===== config.mk =====
export PLATFORM = sky130hd
export DESIGN_NAME = pipe_hazard_ctrl_flat
export DESIGN_NICKNAME = d
export VERILOG_FILES = /design/src/rtl/pipe_hazard_ctrl_if.sv /design/src/rtl/pipe_hazard_ctrl.sv /design/src/flat_wrapper.sv
export SDC_FILE = /design/constraint.sdc
export NUM_CORES = 1
export LEC_CHECK = 0
export CORE_ASPECT_RATIO = 1.1
export CORE_MARGIN = 2
export CORE_UTILIZATION = 48
export DETAILED_ROUTE_END_ITERATION = 6
export PLACE_DENSITY_LB_ADDON = 0.25
export SLEW_MARGIN = 20
export SYNTH_ARGS = -nofsm -noshare
export SYNTH_HDL_FRONTEND = slang
export SYNTH_SLANG_ARGS = --single-unit

===== constraint.sdc =====
create_clock -name clk_i -period 4.9 [get_ports clk_i]
set_input_delay 1.225 -clock clk_i [delete_from_list [all_inputs] [get_ports clk_i]]
set_output_delay 1.225 -clock clk_i [all_outputs]
set_load 0.02 [all_outputs]

===== src/rtl/pipe_hazard_ctrl_if.sv =====
// Hazard/redirect bus between the in-order pipeline and pipe_hazard_ctrl.
// The pipeline side is the master; the controller is the slave.
interface pipe_hazard_ctrl_if #(
    parameter int NUM_STAGES = 6,
    parameter int ADDR_WIDTH = 32
);
    logic [NUM_STAGES-1:0] stall_req_i;
    logic                  jump_enable_i;
    logic [ADDR_WIDTH-1:0] jump_addr_i;
    logic                  int_en_i;
    logic [ADDR_WIDTH-1:0] isr_pc_i;
    logic                  pc_valid_i;
    logic [ADDR_WIDTH-1:0] pc_i;

    logic [NUM_STAGES-1:0] stall_o;
    logic [NUM_STAGES-1:0] flush_o;
    logic                  redirect_o;
    logic [ADDR_WIDTH-1:0] new_pc_o;
    logic                  jump_pending_o;
    logic [ADDR_WIDTH-1:0] pc_o;

    modport master (
        output stall_req_i, jump_enable_i, jump_addr_i, int_en_i, isr_pc_i, pc_valid_i, pc_i,
        input  stall_o, flush_o, redirect_o, new_pc_o, jump_pending_o, pc_o
    );

    modport slave (
        input  stall_req_i, jump_enable_i, jump_addr_i, int_en_i, isr_pc_i, pc_valid_i, pc_i,
        output stall_o, flush_o, redirect_o, new_pc_o, jump_pending_o, pc_o
    );
endinterface


===== src/rtl/pipe_hazard_ctrl.sv =====
// Pipeline hazard/redirect controller: stall/flush masks, interrupt and jump
// redirect arbitration with held jumps, mepc tracking, stall watchdog, perf counters.
module pipe_hazard_ctrl #(
    parameter int                  NUM_STAGES       = 6,
    parameter int                  ADDR_WIDTH       = 32,
    parameter int                  JUMP_FLUSH_DEPTH = 2,
    parameter logic [ADDR_WIDTH-1:0] RESET_PC       = '0,
    parameter int                  STALL_TIMEOUT    = 1024,
    parameter int                  CNT_WIDTH        = 32
) (
    input  logic                 clk_i,
    input  logic                 rst_ni,
    pipe_hazard_ctrl_if.slave    bus,
    input  logic                 timeout_clr_i,
    output logic                 stall_timeout_o,
    output logic [CNT_WIDTH-1:0] stall_cycles_o,
    output logic [CNT_WIDTH-1:0] flush_count_o
);

    function automatic logic [NUM_STAGES-1:0] range_mask(input int lo, input int hi);
        logic [NUM_STAGES-1:0] m;
        for (int i = 0; i < NUM_STAGES; i++) m[i] = (i >= lo) && (i <= hi);
        return m;
    endfunction

    localparam logic [NUM_STAGES-1:0] INT_FLUSH   = range_mask(1, NUM_STAGES-1);
    localparam logic [NUM_STAGES-1:0] JUMP_FLUSH  = range_mask(1, JUMP_FLUSH_DEPTH);
    localparam logic [NUM_STAGES-1:0] JUMP_UNHOLD = range_mask(0, JUMP_FLUSH_DEPTH);
    // Stages beyond the jump flush window: a hold there would swallow the flushed bubble.
    localparam logic [NUM_STAGES-1:0] DOWNSTREAM  = range_mask(JUMP_FLUSH_DEPTH+1, NUM_STAGES-1);

    localparam int                 WD_W   = $clog2(STALL_TIMEOUT + 1);
    localparam logic [WD_W-1:0]    WD_MAX = WD_W'(STALL_TIMEOUT);
    localparam logic [CNT_WIDTH-1:0] CNT_MAX = '1;

    logic                  pend_q, pend_d;
    logic [ADDR_WIDTH-1:0] pend_addr_q, pend_addr_d;
    logic [ADDR_WIDTH-1:0] last_pc_q, last_pc_d;
    logic [WD_W-1:0]       wd_cnt_q, wd_cnt_d;
    logic                  timeout_q, timeout_d;
    logic [CNT_WIDTH-1:0]  stall_cnt_q, stall_cnt_d;
    logic [CNT_WIDTH-1:0]  flush_cnt_q, flush_cnt_d;

    logic [NUM_STAGES-1:0] stall_mask;
    logic                  jump_active;
    logic                  jump_blocked;
    logic [ADDR_WIDTH-1:0] jump_tgt;
    logic                  acc;

    always_comb begin
        // NOTE: every always_comb target gets a default first so no path can infer a latch.
        acc        = 1'b0;
        stall_mask = '0;
        for (int k = NUM_STAGES-1; k >= 0; k--) begin
            acc           = acc | bus.stall_req_i[k];
            stall_mask[k] = acc;
        end
    end

    // A fresh jump is younger than any held one, so it always takes the target.
    assign jump_active  = bus.jump_enable_i | pend_q;
    assign jump_tgt     = bus.jump_enable_i ? bus.jump_addr_i : pend_addr_q;
    assign jump_blocked = |(bus.stall_req_i & DOWNSTREAM);

    always_comb begin
        bus.stall_o    = stall_mask;
        bus.flush_o    = '0;
        bus.redirect_o = 1'b0;
        bus.new_pc_o   = '0;
        pend_d         = pend_q;
        pend_addr_d    = pend_addr_q;

        if (bus.int_en_i) begin
            bus.stall_o    = '0;
            bus.flush_o    = INT_FLUSH;
            bus.redirect_o = 1'b1;
            bus.new_pc_o   = bus.isr_pc_i;
            pend_d         = 1'b0;
        end else if (jump_active && !jump_blocked) begin
            bus.stall_o    = stall_mask & ~JUMP_UNHOLD;
            bus.flush_o    = JUMP_FLUSH;
            bus.redirect_o = 1'b1;
            bus.new_pc_o   = jump_tgt;
            pend_d         = 1'b0;
        end else if (jump_active) begin
            pend_d      = 1'b1;
            pend_addr_d = jump_tgt;
        end
    end

    assign bus.jump_pending_o = pend_q;
    assign bus.pc_o           = bus.pc_valid_i ? bus.pc_i : last_pc_q;

    always_comb begin
        last_pc_d = last_pc_q;
        if (bus.pc_valid_i)      last_pc_d = bus.pc_i;
        else if (bus.redirect_o) last_pc_d = bus.new_pc_o;
    end

    always_comb begin
        wd_cnt_d    = '0;
        stall_cnt_d = stall_cnt_q;
        flush_cnt_d = flush_cnt_q;
        if (bus.stall_o[0]) begin
            wd_cnt_d = (wd_cnt_q == WD_MAX) ? wd_cnt_q : wd_cnt_q + WD_W'(1);
            if (stall_cnt_q != CNT_MAX) stall_cnt_d = stall_cnt_q + CNT_WIDTH'(1);
        end
        if (bus.redirect_o && flush_cnt_q != CNT_MAX) flush_cnt_d = flush_cnt_q + CNT_WIDTH'(1);

        timeout_d = timeout_q;
        if (timeout_clr_i || bus.int_en_i)                timeout_d = 1'b0;
        else if (bus.stall_o[0] && wd_cnt_d == WD_MAX)    timeout_d = 1'b1;
    end

    // NOTE: sequential state uses non-blocking assignments so all flops update together at the edge.
    always_ff @(posedge clk_i or negedge rst_ni) begin
        if (!rst_ni) begin
            pend_q      <= 1'b0;
            pend_addr_q <= '0;
            last_pc_q   <= RESET_PC;
            wd_cnt_q    <= '0;
            timeout_q   <= 1'b0;
            stall_cnt_q <= '0;
            flush_cnt_q <= '0;
        end else begin
            pend_q      <= pend_d;
            pend_addr_q <= pend_addr_d;
            last_pc_q   <= last_pc_d;
            wd_cnt_q    <= wd_cnt_d;
            timeout_q   <= timeout_d;
            stall_cnt_q <= stall_cnt_d;
            flush_cnt_q <= flush_cnt_d;
        end
    end

    assign stall_timeout_o = timeout_q;
    assign stall_cycles_o  = stall_cnt_q;
    assign flush_count_o   = flush_cnt_q;

endmodule


===== src/flat_wrapper.sv =====
// flat-port wrapper written by rule: the top's interface ports become plain ports
module pipe_hazard_ctrl_flat 
#(
    parameter int                  NUM_STAGES       = 6,
    parameter int                  ADDR_WIDTH       = 32,
    parameter int                  JUMP_FLUSH_DEPTH = 2,
    parameter logic [ADDR_WIDTH-1:0] RESET_PC       = '0,
    parameter int                  STALL_TIMEOUT    = 1024,
    parameter int                  CNT_WIDTH        = 32
)
  (clk_i, rst_ni, timeout_clr_i, stall_timeout_o, stall_cycles_o, flush_count_o, bus_stall_req_i, bus_jump_enable_i, bus_jump_addr_i, bus_int_en_i, bus_isr_pc_i, bus_pc_valid_i, bus_pc_i, bus_stall_o, bus_flush_o, bus_redirect_o, bus_new_pc_o, bus_jump_pending_o, bus_pc_o);
  pipe_hazard_ctrl_if #(.NUM_STAGES(NUM_STAGES), .ADDR_WIDTH(ADDR_WIDTH)) bus_i ();
  input  logic clk_i;
  input  logic rst_ni;
  input  logic timeout_clr_i;
  output logic stall_timeout_o;
  output logic [CNT_WIDTH-1:0] stall_cycles_o;
  output logic [CNT_WIDTH-1:0] flush_count_o;
  input wire logic [$bits(bus_i.stall_req_i)-1:0] bus_stall_req_i;
  input wire logic [$bits(bus_i.jump_enable_i)-1:0] bus_jump_enable_i;
  input wire logic [$bits(bus_i.jump_addr_i)-1:0] bus_jump_addr_i;
  input wire logic [$bits(bus_i.int_en_i)-1:0] bus_int_en_i;
  input wire logic [$bits(bus_i.isr_pc_i)-1:0] bus_isr_pc_i;
  input wire logic [$bits(bus_i.pc_valid_i)-1:0] bus_pc_valid_i;
  input wire logic [$bits(bus_i.pc_i)-1:0] bus_pc_i;
  output wire logic [$bits(bus_i.stall_o)-1:0] bus_stall_o;
  output wire logic [$bits(bus_i.flush_o)-1:0] bus_flush_o;
  output wire logic [$bits(bus_i.redirect_o)-1:0] bus_redirect_o;
  output wire logic [$bits(bus_i.new_pc_o)-1:0] bus_new_pc_o;
  output wire logic [$bits(bus_i.jump_pending_o)-1:0] bus_jump_pending_o;
  output wire logic [$bits(bus_i.pc_o)-1:0] bus_pc_o;
  assign bus_i.stall_req_i = bus_stall_req_i;
  assign bus_i.jump_enable_i = bus_jump_enable_i;
  assign bus_i.jump_addr_i = bus_jump_addr_i;
  assign bus_i.int_en_i = bus_int_en_i;
  assign bus_i.isr_pc_i = bus_isr_pc_i;
  assign bus_i.pc_valid_i = bus_pc_valid_i;
  assign bus_i.pc_i = bus_pc_i;
  assign bus_stall_o = bus_i.stall_o;
  assign bus_flush_o = bus_i.flush_o;
  assign bus_redirect_o = bus_i.redirect_o;
  assign bus_new_pc_o = bus_i.new_pc_o;
  assign bus_jump_pending_o = bus_i.jump_pending_o;
  assign bus_pc_o = bus_i.pc_o;
  pipe_hazard_ctrl #(.NUM_STAGES(NUM_STAGES), .ADDR_WIDTH(ADDR_WIDTH), .JUMP_FLUSH_DEPTH(JUMP_FLUSH_DEPTH), .RESET_PC(RESET_PC), .STALL_TIMEOUT(STALL_TIMEOUT), .CNT_WIDTH(CNT_WIDTH)) u_core (.clk_i(clk_i), .rst_ni(rst_ni), .bus(bus_i), .timeout_clr_i(timeout_clr_i), .stall_timeout_o(stall_timeout_o), .stall_cycles_o(stall_cycles_o), .flush_count_o(flush_count_o));
endmodule

==> impl_metrics.tcl <==
set metrics [dict create \
    cts-resized-gates 0 \
    power.leakage_uw 0.00464 \
    multi_input_area_um2 3830 \
    initial_core_util_pct 49.1 \
    slew_headroom_pct 45.7 \
    ant_nets 0 \
    rsz0062_at_grt "false" \
    crit_path_top_delay_cell "clkdlybuf4s50_1" \
    synth_edf_count 0 \
    cts_tree "done" \
    synthTopCellsByArea "dfrtp_1 46%, mux2_2 9.5%, xnor2_1 5.8%, mux2i_1 4.3%, o21ai_2 3.4%" \
    critical_path.max_stage_delay_ns 0.65 \
    ys_warn_count 0 \
    layout_setup_ws_ns 0.0951 \
    grtUsageTotal_pct 25.4 \
    skew_ns 0.00769 \
    drive_gt1_share_pct 16.2 \
    syn-num-nets 857 \
    routedWlPerCell_um 17.9 \
    vdd_ir_drop_max_mv 0.355 \
    rows 48 \
    synthFlopType "dfrtp_1" \
    drc 0 \
    cts_hold_buf 0 \
    reg2regPathDepth 5 \
    required_ns 3.67 \
    synthArstFlopShare_pct 100 \
    register_area_um2 3530 \
    reg2reg_slack_ns 2.61 \
    drt_iter0_drc 326 \
    final_core_util_pct 70.3 \
    fill_cells 1222 \
    avgSynthCellArea_um2 10.4 \
    hold_slack_ns 0.489 \
    finalSetupTns_ns 0 \
    status "completed" \
    dieArea_um2 17100 \
    post-place-ws_ns 0.0801 \
    syn_inst 745 \
    viasPerCell 5.46 \
    area_growth_pct 43.0 \
    grt_start_max_net_pins 79 \
    core_um2 15700 \
    clk_pin_slew_ns 0.06 \
    cp_top_family "buffers and inverters" \
    first_global_vias 6523 \
    cap_violations 0 \
    yosys_register_bits 141 \
    die_x_um 125 \
    grt_antenna_before_repair 0 \
    cp_max_fo 28 \
    cts-root-buf "clkbuf_16" \
    cts.sinks 141 \
    io_pins 251 \
    path_class "primary input to primary output" \
    crit_path_end_kind "primary output" \
    synth_cell_types 54 \
    dp_hpwl_um 15800 \
    worstSetupPathDepth 6 \
    syn_area_um2 7730 \
    numCtsBuffers 17 \
    place_congestion 0.838 \
    synth_top_area_share_pct 45.6 \
    yosysTopAreaCell "dfrtp_1" \
    min_period_ns 4.80 \
    period_share_pct 98.1 \
    drv_slew 0 \
    path_buf_inv 3 \
    power_density_nw_per_um2 335 \
    clockBufferDepth 2 \
    worstSetupStartpointType "primary input" \
    nNetsFinal 1098 \
    holdPathStages 1 \
    grt-ovfl-total 0 \
    clkLatencyLatePin_ns 0.42 \
    path_cells "clkdlybuf4s50_1 > or3_1 > or3_4 > buf_12 > o21ai_1 > clkdlybuf4s50_1" \
    setup_viol 0 \
    arrival_ns 3.58 \
    dieHeight_um 137 \
    cts_max_level 4 \
    wirelength_um 21500 \
    cts_setup_buffers 0 \
    hold_viol 0 \
    tightest_slew_ns 0.815 \
    portBuffers 249 \
    vias 6551 \
    hold_path_class "flop to flop" \
    firstDrtPassIters 4 \
    seq_area_frac_synth_pct 45.6 \
    fmax_ghz 0.208 \
    crit_top_cell "clkdlybuf4s50_1" \
    grt_pass1_wl_um 34500 \
]
## logic make-up after synthesis
group	after synthesis	share of synthesized area (%)
AO/OA/AOI/OAI	117	11.3
buffers and inverters	87	4.98
adder cells (fa/ha/maj)	4	0.647
AND/OR/NAND/NOR	226	15.6
other	1	0.0485
XOR/XNOR	70	7.93
multiplexers	99	13.9
flip-flops	141	45.6
## registers in the layout (all words and copies together) (netlist names)
name	flops
u_core.pend_addr_q	32
u_core.last_pc_q	32
u_core.stall_cycles_o	32
u_core.wd_cnt_q	11
u_core.bus.jump_pending_o	1
u_core.stall_timeout_o	1
u_core.flush_count_o	32
## routing by layer
| layer | wire (µm) | GRT usage, % | up-vias |
|---|---|---|---|
| met5 | 0 | 0 | - |
| met4 | 805 | 11.8 | 0 |
| met3 | 922 | 5.12 | 52 |
| met2 | 10800 | 42.7 | 184 |
| met1 | 8930 | 31.8 | 3182 |
| li1 | - | - | 3133 |
## worst paths after layout
kind,from,to
min in group asynchronous,rst_ni,u_core.stall_cycles_o[10]$_DFFE_PN0P_
max in group asynchronous,rst_ni,u_core.last_pc_q[14]$_DFFE_PN0P_
hold reg to reg,u_core.pend_addr_q[6]$_DFFE_PN0P_,u_core.pend_addr_q[6]$_DFFE_PN0P_
setup / recovery,bus_stall_req_i[5],bus_new_pc_o[0]
hold / removal,u_core.pend_addr_q[6]$_DFFE_PN0P_,u_core.pend_addr_q[6]$_DFFE_PN0P_
setup reg to reg,u_core.flush_count_o[9]$_DFFE_PN0P_,u_core.flush_count_o[2]$_DFFE_PN0P_
## report_power, final
| part | internal (µW) | switching, µW | total (µW) |
|---|---|---|---|
| combinational | 440 | 422 | 862 |
| sequential | 1300 | 133 | 1430 |
| clock | 917 | 498 | 1410 |
| total | 2650 | 1050 | 3710 |
## placed cells by master (no fill, tap or decap), types with 3 or more instances in the layout
master           synthesis  final
nor3_2                   3      3
or3_1                    6      6
nand3_1                 27     27
ha_1                     4      4
nand4_1                 33     33
xor2_1                  19     19
and2_1                   3      3
bufinv_16                0      5
clkbuf_16                0     17
clkinv_4                 0      4
a211oi_1                33     33
nand2_1                 61     61
mux2_2                  65     65
inv_1                   46     46
buf_4                    6     11
nor4_1                   5      5
clkdlybuf4s50_1          0    245
buf_12                   0      3
dfrtp_1                141    141
nor2_1                  37     36
xnor2_1                 51     51
o21ai_2                 30     30
a21oi_1                 35     35
o21ai_0                  5      5
nor3_1                  18     18
and3_1                  16     15
clkinvlp_4               0      3
mux2i_1                 33     33
o21ai_1                  3      3
## worst register-to-register path, delay by kind of cell, from the launching register on
family                    cells  cell delay, ns
xor gates and xnor gates      1            0.14
and+or+nand+nor               4            1.58
DFF                           1            0.44
## synthesized netlist by cell type, drive strengths merged (2+ instances only)
| library cell | count |
|---|---|
| dfrtp | 141 |
| mux2 | 66 |
| nand2 | 61 |
| xnor2 | 51 |
| inv | 47 |
| o21ai | 38 |
| nor2 | 37 |
| a211oi | 35 |
| a21oi | 35 |
| nand4 | 35 |
| mux2i | 33 |
| nand3 | 28 |
| clkbuf | 22 |
| nor3 | 21 |
| xor2 | 19 |
| buf | 18 |
| and3 | 16 |
| nor4 | 7 |
| or3 | 7 |
| ha | 4 |
| and2 | 3 |
| a211o | 2 |
| nand2b | 2 |
| nor2b | 2 |
## per-stage QoR
stage | cell area (µm²) | std cells | power [µW]
floorplan | 7730 | 745 | 1880
global placement | 10400 | 1167 | 2300
detailed placement | 10400 | 1167 | 2310
CTS | 11100 | 1199 | 3740
global route | 11100 | 1199 | 3860
finish | 11100 | 1200 | 3710
## area by class of cell
type,count,area share (%)
antenna,1,0.0226
clock inverter,14,1.97
inverter,47,1.60
timing repair buffer,262,23.7
multi-input combinational,517,34.6
clock buffer,18,3.97
tap,200,2.26
sequential,141,31.9
Note: power is estimated with default switching activity, not from simulation.
